**src/rtl/skid_pkg.sv**
```systemverilog
// Shared types for the skid pipeline register.
// No logic of its own; imported by the skid_pipe_reg files.
// No flow control here; the enum encodes the entry count held in the stage.
package skid_pkg;

  // Entry-count state: nothing held, main only, main plus skid.
  typedef enum logic [1:0] {
    EMPTY = 2'd0,
    ONE   = 2'd1,
    TWO   = 2'd2
  } skid_state_t;

endpackage

```
**src/rtl/skid_entry.sv**
```systemverilog
// One WIDTH-bit storage entry with load enable and synchronous reset to RESET_VAL.
// Latency: 1 cycle from en/d to q.
// No backpressure of its own; the owner decides when to load.
module skid_entry #(
  parameter int               WIDTH     = 64,
  parameter logic [WIDTH-1:0] RESET_VAL = '0
) (
  input  logic             clk,
  input  logic             reset,
  input  logic             en,
  input  logic [WIDTH-1:0] d,
  output logic [WIDTH-1:0] q
);

  // Reset wins over a load so entries held mid-transfer are discarded.
  always_ff @(posedge clk) begin
    if (reset) begin
      q <= RESET_VAL;
    end else if (en) begin
      q <= d;
    end
  end

endmodule

```
**src/rtl/skid_pipe_reg.sv**
```systemverilog
// Two-entry skid pipeline register (main + skid) with fully registered handshakes.
// Latency: 1 cycle in_data -> out_data when main is empty or popped in the same cycle.
// Backpressure: in_ready drops only once both entries are full; no out_ready->in_ready path.
// Optional flush port is compiled in when SKID_FLUSH_EN is defined.
module skid_pipe_reg
  import skid_pkg::*;
#(
  parameter int               WIDTH     = 64,
  parameter logic [WIDTH-1:0] RESET_VAL = '0
) (
  input  logic             clk,
  input  logic             reset,
`ifdef SKID_FLUSH_EN
  input  logic             flush,
`endif
  input  logic             in_valid,
  output logic             in_ready,
  input  logic [WIDTH-1:0] in_data,
  output logic             out_valid,
  input  logic             out_ready,
  output logic [WIDTH-1:0] out_data
);

  skid_state_t      state;
  skid_state_t      state_nxt;
  logic             push;
  logic             pop;
  logic             flush_int;
  logic             main_en;
  logic             main_from_skid;
  logic             skid_en;
  logic [WIDTH-1:0] main_d;
  logic [WIDTH-1:0] skid_q;

`ifdef SKID_FLUSH_EN
  assign flush_int = flush;
`else
  assign flush_int = 1'b0;
`endif

  // Handshakes use the registered in_ready/out_valid, so push/pop never loop back.
  assign push = in_valid & in_ready;
  assign pop  = out_valid & out_ready;

  // On refill from TWO the skid entry moves into main; otherwise main takes the input.
  assign main_d = main_from_skid ? skid_q : in_data;

  // Next-state and entry-load decode; skid is written only when main stays occupied.
  always_comb begin
    state_nxt      = state;
    main_en        = 1'b0;
    main_from_skid = 1'b0;
    skid_en        = 1'b0;
    if (flush_int) begin
      // Drop everything, including a same-cycle push; main keeps its old value.
      state_nxt = EMPTY;
    end else begin
      case (state)
        EMPTY: begin
          if (push) begin
            state_nxt = ONE;
            main_en   = 1'b1;
          end
        end
        ONE: begin
          if (push && pop) begin
            main_en = 1'b1;
          end else if (push) begin
            state_nxt = TWO;
            skid_en   = 1'b1;
          end else if (pop) begin
            state_nxt = EMPTY;
          end
        end
        TWO: begin
          if (pop) begin
            state_nxt      = ONE;
            main_en        = 1'b1;
            main_from_skid = 1'b1;
          end
        end
        default: begin
          state_nxt = EMPTY;
        end
      endcase
    end
  end

  // State plus dedicated ready/valid flops derived from the next state.
  always_ff @(posedge clk) begin
    if (reset) begin
      state     <= EMPTY;
      in_ready  <= 1'b1;
      out_valid <= 1'b0;
    end else begin
      state     <= state_nxt;
      in_ready  <= (state_nxt != TWO);
      out_valid <= (state_nxt != EMPTY);
    end
  end

  skid_entry #(
    .WIDTH     (WIDTH),
    .RESET_VAL (RESET_VAL)
  ) u_main (
    .clk   (clk),
    .reset (reset),
    .en    (main_en),
    .d     (main_d),
    .q     (out_data)
  );

  skid_entry #(
    .WIDTH     (WIDTH),
    .RESET_VAL (RESET_VAL)
  ) u_skid (
    .clk   (clk),
    .reset (reset),
    .en    (skid_en),
    .d     (in_data),
    .q     (skid_q)
  );

endmodule
```
**config.mk**
```make
export PLATFORM = sky130hd
export DESIGN_NAME = skid_pipe_reg
export DESIGN_NICKNAME = d
export VERILOG_FILES = /design/src/rtl/skid_pkg.sv /design/src/rtl/skid_entry.sv /design/src/rtl/skid_pipe_reg.sv
export SDC_FILE = /design/constraint.sdc
export NUM_CORES = 1
export LEC_CHECK = 0
export ABC_AREA = 1
export BUFFER_PORTS_ARGS = -buffer_cell sky130_fd_sc_hd__buf_2
export CORE_MARGIN = 2
export CORE_UTILIZATION = 54
export CTS_BUF_LIST = sky130_fd_sc_hd__clkbuf_16
export DETAILED_ROUTE_END_ITERATION = 6
export PLACE_DENSITY = 0.82
export SYNTH_ARGS = -nofsm -noshare
export SYNTH_HDL_FRONTEND = slang
export SYNTH_SLANG_ARGS = --single-unit
```
**constraint.sdc**
```tcl
create_clock -name clk -period 1.6 [get_ports clk]
set_clock_uncertainty 0.2 [all_clocks]
set_input_delay 0.08 -clock clk [delete_from_list [all_inputs] [get_ports clk]]
set_output_delay 0.08 -clock clk [all_outputs]
set_load 0.1 [all_outputs]
```
# Word-level counts from Yosys, hierarchy flattened
# Index checks and enable logic that the tools add are counted.
# op_classes
eq_ne	3
n_mux	14
bitwise_logic	2
n_reduce_logical	3
# op_table
cell	count
$mux 64	1
$mux 2	5
$mux 1	6
$pmux 2 s3	1
$pmux 1 s3	1
$and 1x1->1	2
$eq 2x1->1 const B	1
$eq 2x2->1 const B	1
$logic_not 2->1	1
$ne 2x2->1 const B	1
$reduce_bool 2->1	1
$logic_and 1x1->1	1
# word_totals
ff_bits	132
input_bits	68
out_inout_bits	66
elab_cells	27

# Depth between registers and ports, before layout
# depth
ltp_word	6
mapped_depth	10
mapped_depth_nobuf	8

# By module
# A second synthesis with hierarchy kept.
# hier_totals
hier_cells	1046
area_unflattened_um2	6722.7
# modules_own_cells
mod	instances	cells_each	area_each_um2
skid_entry	2	405	2666.3
skid_pipe_reg	1	236	1390.1

# Worst setup path after synthesis
# Ideal clock, no wire load.
# synth_timing
path_type	reg-to-reg
start	register out_valid
end	register u_main.q[25]
arrival_ps	1865
path_slack_ps	-578
path_stages_with_launch	10
n_path_buf	2
path_cell_list	dfxtp_1 -> nand2_2 -> inv_2 -> nand2_1 -> nand2_1 -> nand2_1 -> buf_2 -> buf_4 -> nor2_1 -> nor2_1
# synth_between
elab_chain_len	4
elab_cells_between_ends	7
# synth_rtl
item	line_no	text
start: declaration	skid_pipe_reg.sv:19	output logic out_valid,
start signal: assignment	skid_pipe_reg.sv:98	out_valid <= (state_nxt != EMPTY);
$and 1x1->1 *	skid_pipe_reg.sv:43	assign pop = out_valid & out_ready;
$logic_and 1x1->1 / $mux 1 (equally long branches)	skid_pipe_reg.sv:66, skid_pipe_reg.sv:76	
$mux 1 (on tied branches)	skid_pipe_reg.sv:66, skid_pipe_reg.sv:58	
$pmux 1 s3 / $mux 64 (equally long branches)	skid_pipe_reg.sv:58, skid_pipe_reg.sv:46	
end signal: assignment	skid_entry.sv:18	q <= RESET_VAL;
end signal: assignment	skid_entry.sv:20	q <= d;
end: declaration	skid_entry.sv:12	output logic [WIDTH-1:0] q
# Mark *: on every way between the ends. The rest lies on a longest branch, timed or not.
# A chain may end at the register's enable or synchronous reset.

# Worst setup path in the final report
# layout_timing
start	register state[0]
end	register u_main.q[59]
# layout_between
elab_chain_len	3
elab_cells_between_ends	6
# layout_rtl
item	line_no	text
start: declaration	skid_pipe_reg.sv:24	skid_state_t state;
start signal: assignment	skid_pipe_reg.sv:96	state <= state_nxt;
$eq 2x2->1	skid_pipe_reg.sv:58	case (state)
$mux 1	skid_pipe_reg.sv:58	
$mux 64	skid_pipe_reg.sv:46	assign main_d = main_from_skid ? skid_q : in_data;
# Parallel ways exist; a longest one is shown, timed or not.

==> flow_summary.ini <==
[status]
status = finished clean

[sta]
fin_ws_ps = 9.46
tightest_slew_ps = 516
hold_ws_ps = 236
fin_tns_setup_ps = 0
fin_crit_ps = 1590
drv_slew = 0
finalHoldViolations = 0
max_slew_margin_pct = 65.8
fmax_ghz = 0.629
final-setup-viol-count = 0
period_share_pct = 99.4

[run]
drv_cap = 0

[route]
final_antenna_net_count = 0
drt-wirelength-per-cell_microns = 12.5
drc = 0
vias = 6073
dr.pass1.iters = 5
routed_wl_mm = 15.6
vias_per_cell = 4.87
drt_iter0_markers = 464

[setup_path]
criticalPathCategory = reg2reg
cp-end-kind = register
crit_fanout = 27
critPathArrivalTime_ps = 1680
crit_required_ps = 1690
crit_path_start_kind = register

[global_route]
grt_use_total_pct = 26.5
grt_pass1_vias = 5574
antenna_found_initial = 0
grt_pass1_wl_mm = 24.5
overflow = 0
grt_max_degree = 42

[floorplanning]
core_sq_um = 10300
rows = 37
die_width_microns = 107
ios = 134
die_h_microns = 107
initial_utilization_pct = 55.7
fp.dieArea_sq_um = 11500

[final_layout]
final_cell_area_sq_um = 7980
drive_gt1_share_pct = 17.3
syn_to_final_growth_pct = 38.7
fin_nets = 1169
post-route-util_pct = 77.3
antenna_cells = 0
final_cell_mix = 324 x nand2_1, 256 x nor2_1, 133 x buf_2
layout_commonest_cell = nand2_1

[placement]
place_ws_ps = 82.6
io_buffer_count = 133
dpl_cell_area_sq_um = 6620
post-dp-hpwl_mm = 8.40
gp_congestion = 0.774

[logic_synthesis]
yosysWarningCount = 0
seq_area_frac_synth_pct = 45.9
synth.net_count = 983
synthCells = 915
ys_types = 15
avgSynthCellArea_sq_um = 6.29
yosys_register_bits = 132
synth_area_sq_um = 5750

[worst_hold_path]
hold_path_class = in2reg

[power]
leakagePower_uw = 0.00430
power.density_nw_per_um2 = 1590
peakVddDrop_uv = 835

[clock_tree]
cts_tree = built
cts_num_sinks = 132
cts_buffer_depth = 2
cts_max_level = 4
postCtsSetupBuffers = 0
root_buffer = clkbuf_16
clk_latency_ps = 410
cts-buffers-inserted = 17
clkTransAtPathRegs_ps = 50
-- repair_timing --
action                     CTS  global route
hold endpoints to repair   131             0
hold buffers                67             0
setup endpoints to repair    0            34
resized for setup            0            11
-- power breakdown --
part | switching, uW | internal (uW)
Combinational | 3740 | 1130
Clock | 1320 | 2370
Sequential | 291 | 3860
Total | 5350 | 7360
-- worst paths after layout --
check / slack [ps] / to / cells after the start / startpoint
setup / recovery: 9 / u_main.q[59] / 7 / state[0]
hold / removal: 240 / u_skid.q[42] / 4 / in_data[42]
setup reg to reg: 9 / u_main.q[59] / 7 / state[0]
hold reg to reg: 300 / u_skid.q[59] / 2 / u_skid.q[59]
-- critical path, stage by stage, from the launching register on --
cell	delay (ps)
dfxtp_1	360
nor2_1	150
nand2_2	110
nand2_4	120
nand2_8	100
buf_12	180
nor2_1	150
nor2_1	80
-- sequential cells by signal, summed over array words and instances, names as in the netlist --
register / cells
state: 2
in_ready: 1
u_main.q: 64
u_skid.q: 64
out_valid: 1
-- final cells by class --
cell class,instances,area (sq um)
sequential,132,2650
multi-input combinational,659,2640
fill,745,2350
timing repair buffer,220,1700
clock buffer,17,425
inverter,71,268
tap,136,170
clock inverter,12,124
-- metal layers --
metal  wire, microns  part of all wire, %  track usage, %
met1            6600                   42            32.1
met2            7660                   49            45.1
met3             989                  6.3            5.47
met4             349                  2.2            11.9
met5               0                    0               0
-- synth_stat cells, drive strengths merged --
master  number  area share [%]
buf         34             3.3
clkbuf      20             1.3
dfxtp      132              46
inv         71             4.6
nand2      329              22
nand3        2            0.17
nor2       260              17
o21ai       66             5.7
xnor2        1            0.15
-- logic make-up after synthesis --
logic type | after synthesis | share of synthesized area, %
AO/OA/AOI/OAI | 66 | 5.74
XOR/XNOR | 1 | 0.152
flip-flops | 132 | 45.9
buffers and inverters | 125 | 9.29
AND/OR/NAND/NOR | 591 | 38.9
-- per-stage QoR --
step	total power [uW]	cells
floorplan	7920	915
global placement	8610	1146
detailed placement	8680	1146
CTS	12500	1242
global route	13300	1247
finish	12700	1247
(Power assumes the default switching activity.)
